File: src/rtl/bit_stream_serializer_if.sv
// Parallel-word handshake plus serial-side status for the bit stream serializer.
// The feeder drives data_in/data_valid; the serializer drives everything else.
interface bit_stream_serializer_if #(
    parameter int WIDTH = 8
);
    logic [WIDTH-1:0] data_in;
    logic             data_valid;
    logic             data_ready;
    logic             x;
    logic             x_valid;
    logic             word_done;
    logic             busy;
    logic [9:0]       words_sent;

    modport master (
        output data_in, data_valid,
        input  data_ready, x, x_valid, word_done, busy, words_sent
    );

    modport slave (
        input  data_in, data_valid,
        output data_ready, x, x_valid, word_done, busy, words_sent
    );
endinterface

File: src/rtl/bit_stream_serializer.sv
// Parallel-to-serial feeder: one bit per clock on x, with a one-word holding
// buffer so consecutive words stream with no idle gap between them.
module bit_stream_serializer #(
    parameter int WIDTH     = 8,
    parameter bit MSB_FIRST = 1'b1,
    parameter bit IDLE_BIT  = 1'b1
) (
    input logic                   clk,
    input logic                   rst,
    bit_stream_serializer_if.slave bus
);
    localparam int                CNT_W    = $clog2(WIDTH);
    localparam logic [CNT_W-1:0]  LAST_IDX = CNT_W'(WIDTH - 1);
    localparam logic [0:0]        IDLE     = 1'b0;
    localparam logic [0:0]        SHIFT    = 1'b1;

    logic [0:0]       state;
    logic [WIDTH-1:0] shreg;
    logic [WIDTH-1:0] hold_buf;
    logic             hold_full;
    logic [CNT_W-1:0] bit_cnt;
    logic             x_r;
    logic             x_valid_r;
    logic [9:0]       words_sent_r;
    logic             accept;
    logic             last_bit;

    // Bit that goes onto x first when a word is loaded.
    function automatic logic first_bit(input logic [WIDTH-1:0] w);
        return MSB_FIRST ? w[WIDTH-1] : w[0];
    endfunction

    // Word with its outgoing bit removed, so first_bit() yields the next one.
    function automatic logic [WIDTH-1:0] shift_out(input logic [WIDTH-1:0] w);
        return MSB_FIRST ? {w[WIDTH-2:0], 1'b0} : {1'b0, w[WIDTH-1:1]};
    endfunction

    assign last_bit        = (state == SHIFT) && (bit_cnt == '0);
    assign bus.data_ready  = !rst && ((state == IDLE) || !hold_full);
    assign accept          = bus.data_valid && bus.data_ready;
    assign bus.x           = x_r;
    assign bus.x_valid     = x_valid_r;
    assign bus.word_done   = last_bit;
    assign bus.busy        = (state == SHIFT) || hold_full;
    assign bus.words_sent  = words_sent_r;

    always_ff @(posedge clk or posedge rst) begin
        if (rst) begin
            state        <= IDLE;
            hold_full    <= 1'b0;
            bit_cnt      <= '0;
            x_r          <= IDLE_BIT;
            x_valid_r    <= 1'b0;
            words_sent_r <= '0;
        end else begin
            case (state)
                IDLE: begin
                    if (accept) begin
                        state     <= SHIFT;
                        x_r       <= first_bit(bus.data_in);
                        x_valid_r <= 1'b1;
                        bit_cnt   <= LAST_IDX;
                    end
                end
                SHIFT: begin
                    if (bit_cnt != '0) begin
                        x_r     <= first_bit(shreg);
                        bit_cnt <= bit_cnt - 1'b1;
                        if (accept) hold_full <= 1'b1;
                    end else begin
                        // Last bit leaves x on this edge: chain the next word if one is ready.
                        words_sent_r <= words_sent_r + 10'd1;
                        if (hold_full) begin
                            x_r       <= first_bit(hold_buf);
                            hold_full <= 1'b0;
                            bit_cnt   <= LAST_IDX;
                        end else if (accept) begin
                            x_r     <= first_bit(bus.data_in);
                            bit_cnt <= LAST_IDX;
                        end else begin
                            state     <= IDLE;
                            x_r       <= IDLE_BIT;
                            x_valid_r <= 1'b0;
                        end
                    end
                end
                default: state <= IDLE;
            endcase
        end
    end

    // Word storage carries no reset; hold_full and state qualify its contents.
    always_ff @(posedge clk) begin
        if (state == IDLE) begin
            if (accept) shreg <= shift_out(bus.data_in);
        end else if (bit_cnt != '0) begin
            shreg <= shift_out(shreg);
            if (accept) hold_buf <= bus.data_in;
        end else if (hold_full) begin
            shreg <= shift_out(hold_buf);
        end else if (accept) begin
            shreg <= shift_out(bus.data_in);
        end
    end
endmodule

File: src/flat_wrapper.sv
// flat-port wrapper written by rule: the top's interface ports become plain ports
module bit_stream_serializer_flat 
#(
    parameter int WIDTH     = 8,
    parameter bit MSB_FIRST = 1'b1,
    parameter bit IDLE_BIT  = 1'b1
)
  (clk, rst, bus_data_in, bus_data_valid, bus_data_ready, bus_x, bus_x_valid, bus_word_done, bus_busy, bus_words_sent);
  bit_stream_serializer_if #(.WIDTH(WIDTH)) bus_i ();
  input logic clk;
  input logic rst;
  input wire logic [$bits(bus_i.data_in)-1:0] bus_data_in;
  input wire logic [$bits(bus_i.data_valid)-1:0] bus_data_valid;
  output wire logic [$bits(bus_i.data_ready)-1:0] bus_data_ready;
  output wire logic [$bits(bus_i.x)-1:0] bus_x;
  output wire logic [$bits(bus_i.x_valid)-1:0] bus_x_valid;
  output wire logic [$bits(bus_i.word_done)-1:0] bus_word_done;
  output wire logic [$bits(bus_i.busy)-1:0] bus_busy;
  output wire logic [$bits(bus_i.words_sent)-1:0] bus_words_sent;
  assign bus_i.data_in = bus_data_in;
  assign bus_i.data_valid = bus_data_valid;
  assign bus_data_ready = bus_i.data_ready;
  assign bus_x = bus_i.x;
  assign bus_x_valid = bus_i.x_valid;
  assign bus_word_done = bus_i.word_done;
  assign bus_busy = bus_i.busy;
  assign bus_words_sent = bus_i.words_sent;
  bit_stream_serializer #(.WIDTH(WIDTH), .MSB_FIRST(MSB_FIRST), .IDLE_BIT(IDLE_BIT)) u_core (.clk(clk), .rst(rst), .bus(bus_i));
endmodule
File: config.mk
export PLATFORM = sky130hd
export DESIGN_NAME = bit_stream_serializer_flat
export DESIGN_NICKNAME = d
export VERILOG_FILES = /design/src/rtl/bit_stream_serializer_if.sv /design/src/rtl/bit_stream_serializer.sv /design/src/flat_wrapper.sv
export SDC_FILE = /design/constraint.sdc
export NUM_CORES = 1
export LEC_CHECK = 0
export ABC_AREA = 1
export CAP_MARGIN = 40
export CORE_ASPECT_RATIO = 0.6
export CORE_MARGIN = 5
export CORE_UTILIZATION = 41
export DETAILED_ROUTE_END_ITERATION = 16
export PLACE_DENSITY = 0.65
export SETUP_SLACK_MARGIN = 0.4
export SYNTH_ARGS = -nofsm -noshare
export SYNTH_HDL_FRONTEND = slang
export SYNTH_SLANG_ARGS = --single-unit
File: constraint.sdc
create_clock -name clk -period 1.7 [get_ports clk]
set_input_delay 0.255 -clock clk [delete_from_list [all_inputs] [get_ports clk]]
set_output_delay 0.255 -clock clk [all_outputs]
set_load 0.02 [all_outputs]
Word level (Yosys, flattened, before mapping)
Index checks and enable logic that the tools add are counted.
Word-level totals
  register bits after elaboration: 33
  bits in latches: 0
  bits in writable memories: 0
  memory bits (read-only): 0
  input port bits: 11
  output and inout bits: 15
  memories kept: 0
Operators by class
  $add $sub $neg: 2
  $mul: 0
  divide/modulo/power cells: 0
  magnitude comparators: 0
  equality and inequality tests: 5
  shift operators: 0
  muxes and demuxes: 23
  bitwise logic cells: 2
  reductions and logical operators: 13
Operators with widths (count)
  $mux W8: 4
  $mux W1: 12
  $add A10 B1 Y10 const B: 1
  $mux W3: 3
  $ne A2 B2 Y1 const B: 3
  $pmux W1 S2: 3
  $pmux W3 S2: 1
  $ne A2 B1 Y1 const B: 2
  $reduce_and A2 Y1: 2
  $reduce_and A4 Y1: 1
  $logic_and A1 B1 Y1: 3
  $logic_not A3 Y1: 1
  $reduce_and A3 Y1: 1
  $reduce_bool A3 Y1: 1
  $sub A3 B1 Y3 const B: 1
  $logic_not A1 Y1: 2
  $logic_or A1 B1 Y1: 2
  $not A1 Y1: 2

Longest topological paths before layout
Gate-level depths: netlist of the first run.
  depth after elaboration: 8
  mapped depth: 9
  gate-level depth less buffers: 9

Worst setup path before layout of the first run
No wires, ideal clock.
  path type: input-to-reg
  from: input port rst
  to: register u_core.hold_buf[0] (enable)
  library setup time: 0.370 ns
  arrival: 1.442 ns
  required time: 1.330 ns
  path slack: -0.113 ns
  stages on the path: 4
  buffers on the path: 1
  cells stage by stage: inv_1 nand3_4 buf_6 nor2_1
Between the ends
  cells in the longest elaborated chain, start to end: 4
Ends and longest elaborated chain
  from (decl): line flat_wrapper.sv:11  | input logic rst;
  $logic_not A1 Y1: line bit_stream_serializer.sv:39  | assign bus.data_ready = !rst && ((state == IDLE) || !hold_full);
  $logic_and A1 B1 Y1: line bit_stream_serializer.sv:39
  $logic_and A1 B1 Y1: line bit_stream_serializer.sv:40  | assign accept = bus.data_valid && bus.data_ready;
  $reduce_and A3 Y1 (no line)
  to (signal assigned): line bit_stream_serializer.sv:98  | if (accept) hold_buf <= bus.data_in;
  to (decl): line bit_stream_serializer.sv:19  | logic [WIDTH-1:0] hold_buf;
No other way between the ends.
A chain may end at the register's enable or synchronous reset.

Worst setup path in the final report of the first run
  from: register u_core.state
  to: output port bus_word_done
Between the ends
  cells in the longest elaborated chain, start to end: 1
Ends and longest elaborated chain
  from (decl): line bit_stream_serializer.sv:17  | logic [0:0] state;
  from (signal assigned): line bit_stream_serializer.sv:49  | state <= IDLE;
  from (signal assigned): line bit_stream_serializer.sv:59  | state <= SHIFT;
  from (signal assigned): line bit_stream_serializer.sv:81  | state <= IDLE;
  $logic_and A1 B1 Y1: line bit_stream_serializer.sv:38  | assign last_bit = (state == SHIFT) && (bit_cnt == '0);
  to (decl): line flat_wrapper.sv:17  | output wire logic [$bits(bus_i.word_done)-1:0] bus_word_done;
No other way between the ends.

==> metrics.cfg, run 1 <==
[sta]
fmax_mhz = 707
setup_slack_ns = 0.286
slew_viol_final = 0
hold_viol_final = 0
tightest_slew_ns = 0.253
rsz0062_at_grt = true
setup_violations = 0
skew_ns = 0.00527
slew_headroom = 0.831
fin_crit_ns = 1.41
period_share = 0.832
finalSetupTns_ns = 0

[logic_synthesis]
synth-seq-cells = 33
yosys.cell_count.top_type = nand2_1
syn_nets = 204
ys_seq_area_frac = 0.510
synth.avg_cell_area_um2 = 8.53
synth_warnings = 0
synth_flop_cell = dfrtp_1
synth-edff-count = 8
synth.distinct_cells = 24
synthTopCellsByCount = nand2_1, inv_1, dfrtp_1
synth_area_um2 = 1620
synth.largest_area_cell = dfrtp_1
async_reset_ff_frac = 0.515
synthTopCellsByArea = dfrtp_1, edfxtp_1, nand2_1
netlist_instances = 190
yosysTopAreaCellShare = 0.247

[status]
status = finished clean

[power]
switching_power_uw = 1400
p_seq_frac = 0.348
intPower_uw = 2090
pwr-share-comb = 0.490
total_leakage_power_uw = 0.00110
p_sw_frac = 0.401
clkPwrFrac = 0.162
p_per_area_nw_per_um2 = 1580
ir_drop_v = 0.000812
power.total_uw = 3490

[finish]
area_delta_synth_final_pct = 36.4
fin_cells = 290
diodes = 0
fin_area_um2 = 2210
nets = 256
drive_above_1_share = 0.280

[setup_path]
crit_chain = buf_4, nand3_2, inv_2, buf_4
crit_top_cell = buf_4
cp_max_fo = 4
rrSetupSlack_ns = 0.30
critPathBufInv = 3
critPathKind = reg2out
worstSetupStartpointType = flop
endpoint_kind = output pin
cp.required_ns = 1.44
worstPathArrival_ns = 1.16
max_stage_delay_ns = 0.45
critPathSlowestCell = dfrtp_2
cp_top_family = flip-flops

[floorplan]
std_cell_rows = 17
die_w_um = 91.2
io_pins = 26
dieArea_um2 = 5350
start_util = 0.433
die_h_um = 58.7
coreArea_um2 = 3740

[placed_design]
dpl_cell_area_um2 = 2010
place_ws_ns = 0.0194
hpwlAfterDp_um = 2550
port_buffers = 25
gp_congestion = 0.784
placed_cells = 271

[detailed_routing]
ant_nets = 0
via_per_inst = 4.64
drc = 0
avgRoutedWirePerCell_um = 12.1
via_count = 1345
drtPass1Iterations = 4
wl_um = 3520
drt-initial-drc-count = 60

[cts]
cts.sinks = 33
cts_root_buf = clkbuf_8
h-tree-depth = 2
cts_made_buffers = 5
clk_latency_ns = 0.28
cts_hold_buf = 0
cts_buffer_depth = 2
cts_tree = done
clkTransAtPathRegs_ns = 0.07

[global_route]
grt_pass1_wl_um = 6070
grt-ovfl-total = 0
grt_pass1_vias = 1271
antenna_found_initial = 0
grt_usage = 0.146
grt_start_max_net_pins = 18

[flow_run]
maxCapViolCount = 0

[min_path]
hold_path_class = in2async

power by group through the flow:
stage | sequential [uW] | combinational [uW] | clock, uW
3_5_place_dp | 1210 | 1440 | 0
2_1_floorplan | 1260 | 867 | 0
5_1_grt | 1240 | 1890 | 611
3_3_place_gp | 1210 | 1430 | 0
6_report | 1210 | 1710 | 564
4_1_cts | 1200 | 1610 | 580
path summary, 6_finish.rpt:
kind,from,to,cells past startpoint
worst min-delay path,rst,u_core.bus.words_sent[0],4
worst max register to register,u_core.bit_cnt[1],u_core.hold_buf[3],7
worst min register to register,u_core.shreg[0],u_core.shreg[0],2
max in group asynchronous,rst,u_core.bus.x,4
worst max-delay path,u_core.state,bus_word_done,4
min in group clk,u_core.shreg[0],u_core.shreg[0],2
final cells by class:
class,count,area (um^2)
timing repair buffer,47,404
inverter,40,159
multi-input combinational,115,674
tap,47,58.8
sequential,33,831
clock inverter,2,10.0
fill,311,1530
clock buffer,6,72.6
state kept, by name, summed over array words and instances (netlist names):
signal / count
u_core.hold_full: 1
u_core.bit_cnt: 3
u_core.hold_buf: 8
u_core.bus.words_sent: 10
u_core.shreg: 8
u_core.bus.x_valid: 1
u_core.bus.x: 1
u_core.state: 1
cell families (layout without fill, tap and decap cells):
kind of cell / Yosys count / after routing / synth area share
simple gates: 82 / 82 / 0.238
buf+inv: 42 / 95 / 0.107
flops: 33 / 33 / 0.510
compound gates: 23 / 23 / 0.0842
xor+xnor: 7 / 7 / 0.0378
fa+ha+maj: 3 / 3 / 0.0232
layer usage:
| layer | routed length (um) | vias to the layer above | global-route usage |
|---|---|---|---|
| li1 | - | 705 | - |
| met1 | 1880 | 591 | 0.229 |
| met2 | 1310 | 45 | 0.180 |
| met3 | 274 | 4 | 0.0396 |
| met4 | 54 | 0 | 0.0628 |
| met5 | 0 | - | 0 |
tightest hold or removal path: cells and delay by family:
family | cells | cell delay, ns
buffers and inverters | 4 | 0.60
metrics by stage:
stage / utilization / hold WS, ns
detailed placement: 0.537 / 0.430
CTS: 0.579 / 0.466
finish: 0.590 / 0.197
floorplan: - / 0.104
global route: 0.590 / 0.231
global placement: 0.537 / 0.421
layout by cell type (no fill, tap or decap), drive strengths merged:
cell	instances
dfstp	1
o21ai	13
clkinvlp	1
xnor2	3
nand2	50
clkdlybuf4s15	3
dfxtp	8
o211ai	8
dlygate4sd2	3
nor2	14
clkbuf	11
edfxtp	8
a21oi	1
ha	3
dlymetal6s2s	1
inv	39
nand3	13
buf	26
dfrtp	16
clkinv	2
a31oi	1
nor3	1
nand4	4
clkdlybuf4s50	9
xor2	4
what timing repair did:
action,4_1_cts,5_1_grt
pin swaps,6,5
setup buffers,6,5
endpoints found under the setup margin,40,34
gates resized for setup,54,18
Power figures use the tool's default switching activity.
==> run 2: changes to the inputs <==
- PLACE_DENSITY: 0.65 -> 0.63
- clock period: 1.7 -> 1.32 ns (I/O delays scaled with it)
==> run 2 against run 1 <==
The flow now finishes with violations (negative setup slack). Global-route usage grew 2.3 points. Critical path depth grew 3. Die area is the same. First-iteration DRC count shrank 15%. Cell area grew 23%. Critical endpoint is now u_core.hold_buf[5].
==> metrics.cfg, run 2 (same netlist as run 1, synthesis figures left out) <==
[finish]
layout_commonest_cell = nand2_1
fin_area_um2 = 2730  ; +23%
fin_cells = 316  ; +9.0%
drive_above_1_share = 0.468  ; +0.189
most-common-layout-cells = nand2_1, inv_1, buf_6
nets = 282  ; +10%
area_delta_synth_final_pct = 68.3
diodes = 0  ; unchanged
largest_register_ffs = 10  ; unchanged

[status]
violations = negative setup slack
status = complete, but fails checks

[setup_path]
setup.worst_path.start = u_core.bit_cnt[1]
crit_chain = inv_2, ha_4, nand2_4, inv_4, nor2_4, inv_4, nor2_4
critPathKind = reg2reg
worstPathArrival_ns = 1.42  ; +0.26 ns
timing.rr.end = u_core.hold_buf[5]
rrSetupSlack_ns = -0.14  ; -0.44 ns
max_stage_delay_ns = 0.37  ; -0.08 ns
worstSetupStartpointType = flop
r2r_cells = 7  ; unchanged
reg2reg_from = u_core.bit_cnt[1]
endpoint_kind = flop
cp_max_fo = 8  ; +4
cp.required_ns = 1.28  ; -0.16 ns
critPathSlowestCell = dfrtp_1

[floorplan]
coreArea_um2 = 3740  ; unchanged
std_cell_rows = 17  ; unchanged
dieArea_um2 = 5350  ; unchanged
io_pins = 26  ; unchanged
die_h_um = 58.7  ; unchanged
die_w_um = 91.2  ; unchanged
start_util = 0.433  ; unchanged

[detailed_routing]
via_per_inst = 5.02  ; +8.2%
avgRoutedWirePerCell_um = 15.5  ; +28%
ant_nets = 0  ; unchanged
drt-initial-drc-count = 51  ; -15%
drtPass1Iterations = 4  ; unchanged
wl_um = 4900  ; +39%
drc = 0  ; unchanged
via_count = 1586  ; +18%

[sta]
skew_ns = 0.00506  ; -0.000205 ns
rsz0062_at_grt = true
slew_viol_final = 0  ; unchanged
hold_viol_final = 0  ; unchanged
slew_headroom = 0.783  ; -0.0476
tightest_slew_ns = 0.324  ; +0.0712 ns
fmax_mhz = 683
setup_slack_ns = -0.144  ; -0.430 ns
period_share = 1.11
fin_crit_ns = 1.46
setup_violations = 30  ; +30

[cts]
clk_latency_ns = 0.28  ; about the same
h-tree-depth = 2  ; unchanged
cts.sinks = 33  ; unchanged
cts_tree = done
clkTransAtPathRegs_ns = 0.07  ; about the same
cts_buffer_depth = 2  ; unchanged
cts_made_buffers = 5  ; unchanged
cts_root_buf = clkbuf_8

[power]
ir_drop_v = 0.00122  ; +50%
total_leakage_power_uw = 0.00132  ; +21%
p_per_area_nw_per_um2 = 2170  ; +38%

[global_route]
grt-ovfl-total = 0  ; unchanged
antenna_found_initial = 0  ; unchanged
grt_usage = 0.169  ; +0.0232
grt_pass1_wl_um = 7110  ; +17%
grt_pass1_vias = 1547  ; +22%
grt_start_max_net_pins = 18  ; unchanged

[placed_design]
port_buffers = 25  ; unchanged
gp_congestion = 0.769  ; -1.9%
dpl_cell_area_um2 = 2130  ; +6.1%
hpwlAfterDp_um = 2830  ; +11%
placed_cells = 280  ; +3.3%

[flow_run]
maxCapViolCount = 0  ; unchanged

[min_path]
hold_path_class = in2async

[run 2: cell count changes in the layout (fill, tap and decap cells not counted), sizes merged]
cell,previous run,this run
buf,26,63
clkbuf,11,8
clkdlybuf4s15,3,0
clkinv,2,0
dlygate4sd2,3,1
dlymetal6s2s,1,0
[run 2: worst max-delay path by stage]
stage	cells past startpoint	end
6_report	7	u_core.hold_buf[5]
5_1_grt	7	u_core.hold_buf[2]
4_1_cts	7	u_core.hold_buf[5]
3_5_place_dp	3	bus_data_ready
3_3_place_gp	3	bus_data_ready
2_1_floorplan	7	u_core.hold_buf[0]
[run 2: final cells by class]
class / instances / area (um^2)
clock buffers: 8 / 80.1
repair buffers: 73 / 751
fillers: 241 / 1020
inverters: 40 / 166
flip-flops and latches: 33 / 837
multi-input cells: 115 / 835
well taps: 47 / 58.8
[run 2: metal layers]
layer	vias to the layer above	part of all wire	global-route usage
li1	768	-	-
met5	-	0	0
met1	764	0.42	0.215
met2	46	0.52	0.285
met4	0	0.012	0.0502
met3	8	0.048	0.0447
[run 2: timing repair]
action | CTS | global route
hold buffers | 0 | 0
resized for setup | 126 | 35
pin swaps | 14 | 19
buffers inserted | 21 | 7
endpoints found under the setup margin | 48 | 48
[run 2: report_power, final]
part	internal, uW	leakage, uW	switching [uW]
combinational	1810	0.000941	1780
sequential	1370	0.000342	232
clock	375	0.0000395	358
[run 2: worst max-delay path: cells and delay by family, from the launching register on]
family                     cells  cell delay (ns)
DFF                            1             0.37
buffers and inverters          3             0.15
and+or+nand+nor                3             0.44
adders and majority gates      1             0.18
[run 2: metrics by stage]
| stage | total power [uW] | worst slack (ns) | hold WS, ns | utilization | TNS [ns] |
|---|---|---|---|---|---|
| 4_1_cts | 5240 | -0.117 | 0.206 | 0.670 | -1.51 |
| 6_report | 5920 | -0.144 | 0.205 | 0.729 | -2.54 |
| 3_3_place_gp | 3680 | -0.300 | 0.426 | 0.570 | -5.59 |
| 3_5_place_dp | 3750 | -0.308 | 0.438 | 0.570 | -6.12 |
| 5_1_grt | 6260 | -0.226 | 0.239 | 0.729 | -4.96 |
| 2_1_floorplan | 2830 | -0.110 | 0.0465 | - | -0.882 |
==> run 3: changes to the inputs <==
- MAX_ROUTING_LAYER: default -> met4
==> run 3 against run 2 <==
The run still ends with negative setup slack left. Global-route usage increased by 0.52 points. Fmax shrank 0.27%. Sequential share of layout area unchanged. Clock skew up 0.00071 ns. Critical endpoint unchanged. Highest routed layer unchanged.
==> metrics.cfg, run 3 (same netlist as run 1, synthesis figures left out) <==
[status]
status = complete, but fails checks
violations = negative setup slack

[floorplan]
die_w_um = 91.2  ; unchanged
dieArea_um2 = 5350  ; unchanged
coreArea_um2 = 3740  ; unchanged
die_h_um = 58.7  ; unchanged
std_cell_rows = 17  ; unchanged
io_pins = 26  ; unchanged
start_util = 0.433  ; unchanged

[finish]
fillers = 241  ; unchanged
most-common-layout-cells = nand2_1, inv_1, buf_6
area_delta_synth_final_pct = 68.3  ; unchanged
nets = 282  ; unchanged
largest_register_ffs = 10  ; unchanged
layout_commonest_cell = nand2_1
diodes = 0  ; unchanged
drive_above_1_share = 0.468  ; unchanged
fin_cells = 316  ; unchanged

[power]
ir_drop_v = 0.00122  ; +0.11%
total_leakage_power_uw = 0.00132  ; unchanged
power.total_uw = 5930  ; +0.14%
p_per_area_nw_per_um2 = 2170  ; +0.14%

[placed_design]
hpwlAfterDp_um = 2830  ; unchanged
port_buffers = 25  ; unchanged
gp_congestion = 0.780  ; +1.4%
placed_cells = 280  ; unchanged

[sta]
fin_crit_ns = 1.47  ; +0.00403 ns
skew_ns = 0.00577  ; +0.000712 ns
slew_headroom = 0.780  ; -0.00339
period_share = 1.11  ; +0.00305
finalSetupTns_ns = -2.54  ; -0.00214 ns
tightest_slew_ns = 0.329  ; +0.00507 ns
rsz0062_at_grt = true
slew_viol_final = 0  ; unchanged
timing.hold.ws_ns = 0.203  ; -0.00176 ns
hold_viol_final = 0  ; unchanged
fmax_mhz = 681  ; -0.27%
setup_violations = 31  ; +3.3%
setup_slack_ns = -0.148  ; -0.00403 ns

[setup_path]
critPathSlowestCell = dfrtp_1
cp.required_ns = 1.28  ; about the same
cp_top_family = simple AND/OR/NAND/NOR gates
path_depth = 7  ; unchanged
crit_chain = inv_2, ha_4, nand2_4, inv_4, nor2_4, inv_4, nor2_4
cp_max_fo = 8  ; unchanged
worstPathArrival_ns = 1.43  ; about the same
critPathKind = reg2reg
worstSetupStartpointType = flop
max_stage_delay_ns = 0.37  ; about the same
critPathBufInv = 3  ; unchanged
r2r_cells = 7  ; unchanged
endpoint_kind = flop

[cts]
cts_root_buf = clkbuf_8
cts_buffer_depth = 2  ; unchanged
clk_latency_ns = 0.28  ; about the same
clkTransAtPathRegs_ns = 0.07  ; about the same
cts_tree = done
cts.sinks = 33  ; unchanged
cts_made_buffers = 5  ; unchanged
h-tree-depth = 2  ; unchanged

[detailed_routing]
via_count = 1579  ; -0.44%
drtPass1Iterations = 4  ; unchanged
drt-initial-drc-count = 71  ; +39%
via_per_inst = 5.00  ; -0.44%
avgRoutedWirePerCell_um = 15.5  ; +0.31%
wl_um = 4910  ; +0.31%
ant_nets = 0  ; unchanged
drc = 0  ; unchanged

[min_path]
hold_path_class = in2async

[global_route]
grt_pass1_wl_um = 7120  ; about the same
grt_start_max_net_pins = 18  ; unchanged
antenna_found_initial = 0  ; unchanged
grt-ovfl-total = 0  ; unchanged
grt_usage = 0.174  ; +0.00522
grt_pass1_vias = 1545  ; -0.13%

[flow_run]
maxCapViolCount = 0  ; unchanged

run 3: cell type report:
class                      count  area [um^2]  area share
clock buffer                   8         80.1      0.0294
sequential                    33          837       0.307
timing repair buffer          73          751       0.275
inverter                      40          166      0.0610
tap                           47         58.8      0.0216
multi-input combinational    115          835       0.306
run 3: routing by layer:
layer | track usage | wire length [um] | vias to the layer above
li1 | - | - | 764
met1 | 0.215 | 2080 | 758
met2 | 0.285 | 2530 | 49
met3 | 0.0447 | 247 | 8
met4 | 0.0502 | 58 | 0
met5 | - | 0 | -
run 3: metrics by stage:
| stage | cell area [um^2] | setup WS [ns] | utilization |
|---|---|---|---|
| 6_report | 2730 | -0.148 | 0.729 |
| 5_1_grt | 2730 | -0.226 | 0.729 |
| 4_1_cts | 2510 | -0.117 | 0.670 |
| 3_5_place_dp | 2130 | -0.308 | 0.570 |
| 3_3_place_gp | 2130 | -0.300 | 0.570 |
| 2_1_floorplan | 1680 | -0.110 | - |
run 3: timing repair:
item | 4_1_cts | 5_1_grt
hold buffers | 0 | 0
resized for setup | 126 | 35
gates cloned | 0 | 0
buffers inserted | 21 | 7
pin swaps | 14 | 19
endpoints found under the setup margin | 48 | 48
run 3: worst paths after layout:
kind / slack (ns) / to / from
setup / recovery: -0.15 / u_core.hold_buf[5] / u_core.bit_cnt[1]
hold / removal: 0.20 / u_core.bus.words_sent[5] / rst
setup reg to reg: -0.15 / u_core.hold_buf[5] / u_core.bit_cnt[1]
hold reg to reg: 0.45 / u_core.shreg[0] / u_core.shreg[0]
max in group asynchronous: 0.86 / u_core.bus.x / rst
min in group clk: 0.45 / u_core.shreg[0] / u_core.shreg[0]
run 3: power breakdown:
group | leakage, uW | switching, uW | internal (uW)
Combinational | 0.000941 | 1780 | 1810
Sequential | 0.000342 | 227 | 1370
Clock | 0.0000395 | 366 | 375
run 3: worst reg2reg max path: stages (launching register included):
cell	delay, ns
dfrtp_1	0.37
inv_2	0.06
ha_4	0.18
nand2_4	0.08
inv_4	0.04
nor2_4	0.13
inv_4	0.05
nor2_4	0.24
